File: config.mk
export PLATFORM = sky130hd
export DESIGN_NAME = xy_scan_sequencer
export DESIGN_NICKNAME = d
export VERILOG_FILES = /design/src/rtl/xy_scan_sequencer.sv
export SDC_FILE = /design/constraint.sdc
export NUM_CORES = 1
export LEC_CHECK = 0
export BUFFER_PORTS_ARGS = -buffer_cell sky130_fd_sc_hd__buf_2
export CORE_AREA = 2 2 110 112
export DETAILED_ROUTE_END_ITERATION = 10
export DIE_AREA = 0 0 112 114
export PLACE_DENSITY_LB_ADDON = 0.05
export SYNTH_ARGS = -nofsm -noshare
export SYNTH_HDL_FRONTEND = slang
export SYNTH_SLANG_ARGS = --single-unit
File: constraint.sdc
create_clock -name i_clk -period 3.5 [get_ports i_clk]
set_input_delay 0.525 -clock i_clk [delete_from_list [all_inputs] [get_ports i_clk]]
set_output_delay 0.525 -clock i_clk [all_outputs]
set_load 0.02 [all_outputs]
File: src/rtl/xy_scan_sequencer.sv
// X/Y image ROM sequencer: draws a (base, len) segment point by point with a per-point dwell,
// blanking the beam across jumps and settle time, for a programmed number of passes.
module xy_scan_sequencer #(
    parameter int unsigned DEPTH    = 1231,
    parameter int unsigned ADDR_W   = $clog2(DEPTH),
    parameter int unsigned DWELL_W  = 8,
    parameter int unsigned REPEAT_W = 4,
    parameter int unsigned SETTLE   = 4
) (
    input  logic                i_clk,
    input  logic                i_rst,
    input  logic                i_req_valid,
    output logic                o_req_ready,
    input  logic [ADDR_W-1:0]   i_req_base,
    input  logic [ADDR_W-1:0]   i_req_len,
    input  logic [DWELL_W-1:0]  i_req_dwell,
    input  logic [REPEAT_W-1:0] i_req_repeat,
    input  logic                i_stop,
    output logic [ADDR_W-1:0]   o_rom_addr,
    output logic                o_blank,
    output logic                o_frame_start,
    output logic                o_done,
    output logic                o_err,
    output logic                o_busy
);

    localparam int unsigned SET_W = (SETTLE > 1) ? $clog2(SETTLE) : 1;
    localparam logic [SET_W-1:0] SET_LOAD = SET_W'(SETTLE - 1);
    localparam logic [ADDR_W:0] DEPTH_W = (ADDR_W + 1)'(DEPTH);

    typedef enum logic [1:0] {StIdle, StSettle, StDraw} state_e;

    state_e              r_state;
    logic [ADDR_W-1:0]   r_addr;
    logic [ADDR_W-1:0]   r_base;
    logic [ADDR_W-1:0]   r_len;
    logic [ADDR_W-1:0]   r_idx;
    logic [DWELL_W-1:0]  r_dwell;
    logic [DWELL_W-1:0]  r_dcnt;
    logic [REPEAT_W-1:0] r_repeat;
    logic [REPEAT_W-1:0] r_passes;
    logic [SET_W-1:0]    r_scnt;
    logic                r_blank;
    logic                r_frame_start;
    logic                r_done;
    logic                r_err;

    logic [ADDR_W:0] w_end;
    logic            w_reject;
    logic            w_last_pt;
    logic            w_final;

    // One extra bit so base + len cannot wrap before the bound check.
    assign w_end     = {1'b0, i_req_base} + {1'b0, i_req_len};
    assign w_reject  = (i_req_len == '0) || (w_end > DEPTH_W);
    assign w_last_pt = (r_idx == r_len - ADDR_W'(1)) && (r_dcnt == '0);
    assign w_final   = (r_repeat != '0) && (r_passes == REPEAT_W'(1));

    always_ff @(posedge i_clk or posedge i_rst) begin
        if (i_rst) begin
            r_state       <= StIdle;
            r_addr        <= '0;
            r_base        <= '0;
            r_len         <= '0;
            r_idx         <= '0;
            r_dwell       <= '0;
            r_dcnt        <= '0;
            r_repeat      <= '0;
            r_passes      <= '0;
            r_scnt        <= '0;
            r_blank       <= 1'b1;
            r_frame_start <= 1'b0;
            r_done        <= 1'b0;
            r_err         <= 1'b0;
        end else begin
            r_frame_start <= 1'b0;
            r_done        <= 1'b0;
            r_err         <= 1'b0;
            // Blank follows DRAW one cycle late to line up with ROM read data.
            r_blank       <= (r_state != StDraw);
            unique case (r_state)
                StIdle: begin
                    if (i_req_valid) begin
                        r_base   <= i_req_base;
                        r_len    <= i_req_len;
                        r_dwell  <= i_req_dwell;
                        r_repeat <= i_req_repeat;
                        if (w_reject) begin
                            r_err <= 1'b1;
                        end else begin
                            r_state  <= StSettle;
                            r_addr   <= i_req_base;
                            r_scnt   <= SET_LOAD;
                            r_passes <= i_req_repeat;
                        end
                    end
                end
                StSettle: begin
                    r_idx <= '0;
                    if (r_scnt == '0) begin
                        r_state       <= StDraw;
                        r_frame_start <= 1'b1;
                        r_dcnt        <= r_dwell;
                    end else begin
                        r_scnt <= r_scnt - SET_W'(1);
                    end
                end
                StDraw: begin
                    if (w_last_pt) begin
                        if (r_repeat != '0) begin
                            r_passes <= r_passes - REPEAT_W'(1);
                        end
                        if (i_stop || w_final) begin
                            r_state <= StIdle;
                            r_done  <= 1'b1;
                        end else begin
                            r_state <= StSettle;
                            r_addr  <= r_base;
                            r_scnt  <= SET_LOAD;
                        end
                    end else if (r_dcnt == '0) begin
                        r_idx  <= r_idx + ADDR_W'(1);
                        r_addr <= r_addr + ADDR_W'(1);
                        r_dcnt <= r_dwell;
                    end else begin
                        r_dcnt <= r_dcnt - DWELL_W'(1);
                    end
                end
                default: r_state <= StIdle;
            endcase
        end
    end

    assign o_req_ready   = (r_state == StIdle) && !i_rst;
    assign o_busy        = (r_state != StIdle);
    assign o_rom_addr    = r_addr;
    assign o_blank       = r_blank;
    assign o_frame_start = r_frame_start;
    assign o_done        = r_done;
    assign o_err         = r_err;

endmodule

==> results.json <==
{
  "dieHeight_um": 114,
  "cp-start-kind": "flip-flop",
  "drt_pass1_iterations": 4,
  "rr_startpoint": "r_dcnt[0]",
  "worstSetupStartpoint": "r_dcnt[0]",
  "drive_gt1_share_pct": 23.2,
  "die_w_um": 112,
  "grt_pass1_wl_um": 19400,
  "start_util_pct": 38.6,
  "ant_nets": 0,
  "synthAdderAreaFrac_pct": 5.42,
  "syn_nets": 529,
  "ys_seq_area_share_pct": 42.1,
  "cp-endpoint": "o_rom_addr[1]",
  "synth-warning-count": 0,
  "num-fill-cells": 1173,
  "drv_cap": 0,
  "cts_buffer_depth": 2,
  "finalCritPeriodShare_pct": 90.4,
  "synthArstFlopShare_pct": 100,
  "overflow": 0,
  "syn_area_um2": 4520,
  "diodes": 0,
  "outcome": "complete, no violations",
  "num_rows": 40,
  "cts_hold_buf": 0,
  "cts_tree": "done",
  "synth_ff_type": "dfrtp_1",
  "cts-htree-levels": 3,
  "muxShareOfSynthArea_pct": 9.52,
  "syn-instance-count": 472,
  "clock_skew_ps": 8.40,
  "critical_path_required_ps": 3730,
  "dp_hpwl_um": 8600,
  "fin_area_um2": 5360,
  "worstMarginPinSlew_ps": 817,
  "seq_area_um2": 1900,
  "worstPathMaxFanout": 20,
  "path_clk_slew_ps": 60,
  "totalWireLength_um": 11600,
  "endpoint_kind": "flip-flop",
  "finalSetupTns_ps": 0,
  "place_congestion": 0.777,
  "crit_type": "flip-flop to flip-flop",
  "wl_per_cell_um": 16.9,
  "grt_pass1_vias": 3693,
  "hold_path.class": "input port to asynchronous set/reset pin",
  "synth-edff-count": 0,
  "area_growth_pct": 18.6,
  "synthSimpleGateAreaFrac_pct": 18.0,
  "synth_cell_type_count": 58,
  "rsz0062_at_grt": "false",
  "reg2reg_depth": 11,
  "multi_input_area_um2": 2460,
  "yosysMostFrequentCell": "dfrtp_1",
  "dieArea_um2": 12800,
  "period_needed_ps": 3170,
  "syn_avg_cell_area_um2": 9.58,
  "via_count": 3779,
  "cts_buffers": 9,
  "crit_arrival_ps": 3400,
  "drc_errors": 0,
  "p_leak_uw": 0.00242,
  "cts_root_buf": "clkbuf_16",
  "cp_cell_sequence": "inv_1, ha_1, or3b_4, nor4b_4, o2111ai_1, a2111o_1, or2_1, o21ai_1, and3b_1, buf_12, mux2_4",
  "place_area_um2": 5010,
  "hold_viol": 0,
  "drv_slew": 0,
  "nets": 591,
  "ios": 55,
  "r2r_slack_ps": 330,
  "critPathSlowestCell": "or3b_4",
  "grt_use_total_pct": 19.3,
  "hold_ws_ps": 349,
  "slew_headroom_pct": 45.5,
  "setup_violations": 0,
  "synth_commonest_cells": "dfrtp_1 (75), o21ai_0 (46), a21oi_1 (34)",
  "ys_ff_latch": 76,
  "reg2reg_to": "o_rom_addr[1]",
  "clock_sinks": 76,
  "p_per_area_nw_per_um2": 832,
  "grt_max_degree": 38,
  "synth_top_family_by_area": "simple AND/OR/NAND/NOR gates",
  "coreArea_um2": 11700,
  "antenna_found_initial": 0,
  "synth_top_area_share_pct": 41.5,
  "synth_xor_xnor_area_share_pct": 3.68,
  "fmax_mhz": 316,
  "p_total_uw": 4460,
  "critPathMaxStageDelay_ps": 420,
  "clkLatencyLatePin_ps": 350,
  "first_iter_violations": 179,
  "io_buffer_count": 54,
  "synthTopCellsByArea": "dfrtp_1 (42%), mux2_2 (8.0%), o21ai_0 (5.1%), ha_1 (5.0%), a21oi_1 (3.8%)",
  "vias_per_cell": 5.51,
  "synth_top_area_cell": "dfrtp_1",
  "synth_compound_area_share_pct": 17.8,
  "vdd_drop_max_mv": 0.435
}
[cells in the final DEF, fill, tap and decap left out, types with 3 or more instances in the layout]
master / synthesis / routed
bufinv_16: 0 / 3
nor2b_1: 5 / 5
a21o_1: 4 / 4
buf_4: 0 / 12
buf_2: 2 / 54
dfrtp_1: 75 / 75
or3_1: 7 / 7
o211ai_1: 4 / 4
nor2_1: 31 / 31
a211oi_1: 5 / 5
mux2i_1: 4 / 4
a2111o_1: 3 / 3
mux2_2: 32 / 32
a22oi_1: 3 / 3
and2_1: 4 / 4
xnor2_1: 7 / 7
a31oi_1: 4 / 4
clkbuf_16: 0 / 9
nand2b_1: 5 / 5
xor2_1: 12 / 12
nand2_1: 30 / 30
ha_1: 18 / 18
nand4_1: 8 / 8
a21oi_1: 34 / 34
a22o_1: 9 / 9
nor3_1: 10 / 10
nand3_1: 12 / 12
and3_1: 12 / 12
inv_1: 23 / 22
nor4_1: 3 / 3
nor3b_1: 8 / 8
or4_1: 3 / 3
o21ai_0: 46 / 46
[what timing repair did]
item,4_1_cts,5_1_grt
endpoints found under the setup margin,0,3
setup buffers,0,1
endpoints found under the hold margin,0,0
gates resized for setup,0,1
[registers in the layout (all words and copies together), names as in the netlist]
register,flops
o_rom_addr,11
r_base,11
r_idx,11
r_len,11
r_dcnt,8
r_dwell,8
r_passes,4
r_repeat,4
r_scnt,2
r_state,2
o_blank,1
o_done,1
o_err,1
o_frame_start,1
[per-layer routing]
metal | vias to the layer above | wire (µm) | global-route usage [%]
met5 | - | 0 | 0
met2 | 75 | 5030 | 29.1
met4 | 0 | 207 | 7.56
met1 | 1840 | 5880 | 27.9
li1 | 1848 | - | -
met3 | 16 | 455 | 3.40
[kinds of logic (layout without fill, tap and decap cells)]
group,Yosys count,count (layout)
buffers and inverters,40,107
AND/OR/NAND/NOR,150,150
XOR/XNOR,19,19
flip-flops,76,76
adder cells (fa/ha/maj),19,19
AO/OA/AOI/OAI,130,130
multiplexers,38,38
[per-stage QoR]
step / std cells / util [%] / setup slack (ps)
final: 686 / 45.8 / 335
after global routing: 686 / 45.8 / 87.5
after CTS: 685 / 45.7 / 255
after detailed placement: 669 / 42.8 / 130
after global placement: 669 / 42.8 / 197
after floorplan: 472 / - / 459
[critical path: cells and delay by family, from the launching register on]
| kind | cells | cell delay [ps] |
|---|---|---|
| flip-flops | 1 | 390 |
| adder cells (fa/ha/maj) | 1 | 180 |
| AO/OA/AOI/OAI | 3 | 690 |
| buffers and inverters | 2 | 250 |
| AND/OR/NAND/NOR | 4 | 1230 |
| multiplexers | 1 | 290 |
[worst min-delay path by stage]
stage	startpoint	endpoint	slack [ps]
2_1_floorplan	r_repeat[2]	r_repeat[2]	470
3_3_place_gp	r_repeat[2]	r_repeat[2]	490
3_5_place_dp	r_repeat[3]	r_repeat[3]	490
4_1_cts	i_rst	r_len[3]	380
5_1_grt	i_req_dwell[3]	r_dwell[3]	400
6_report	i_rst	r_len[0]	350
[final cells by class]
type	count	area share, %
Clock buffer	12	4.60
Timing Repair Buffer	67	7.09
Inverter	24	1.68
Sequential cell	76	35.5
Multi-Input combinational cell	356	45.9
Clock inverter	4	1.82
Tap cell	147	3.43
[power breakdown]
group          leakage, µW  switching, µW  internal, µW
logic              0.00133            953           818
clock network     0.000163            379           717
registers         0.000929            344          1250
Power figures use the tool's default switching activity.
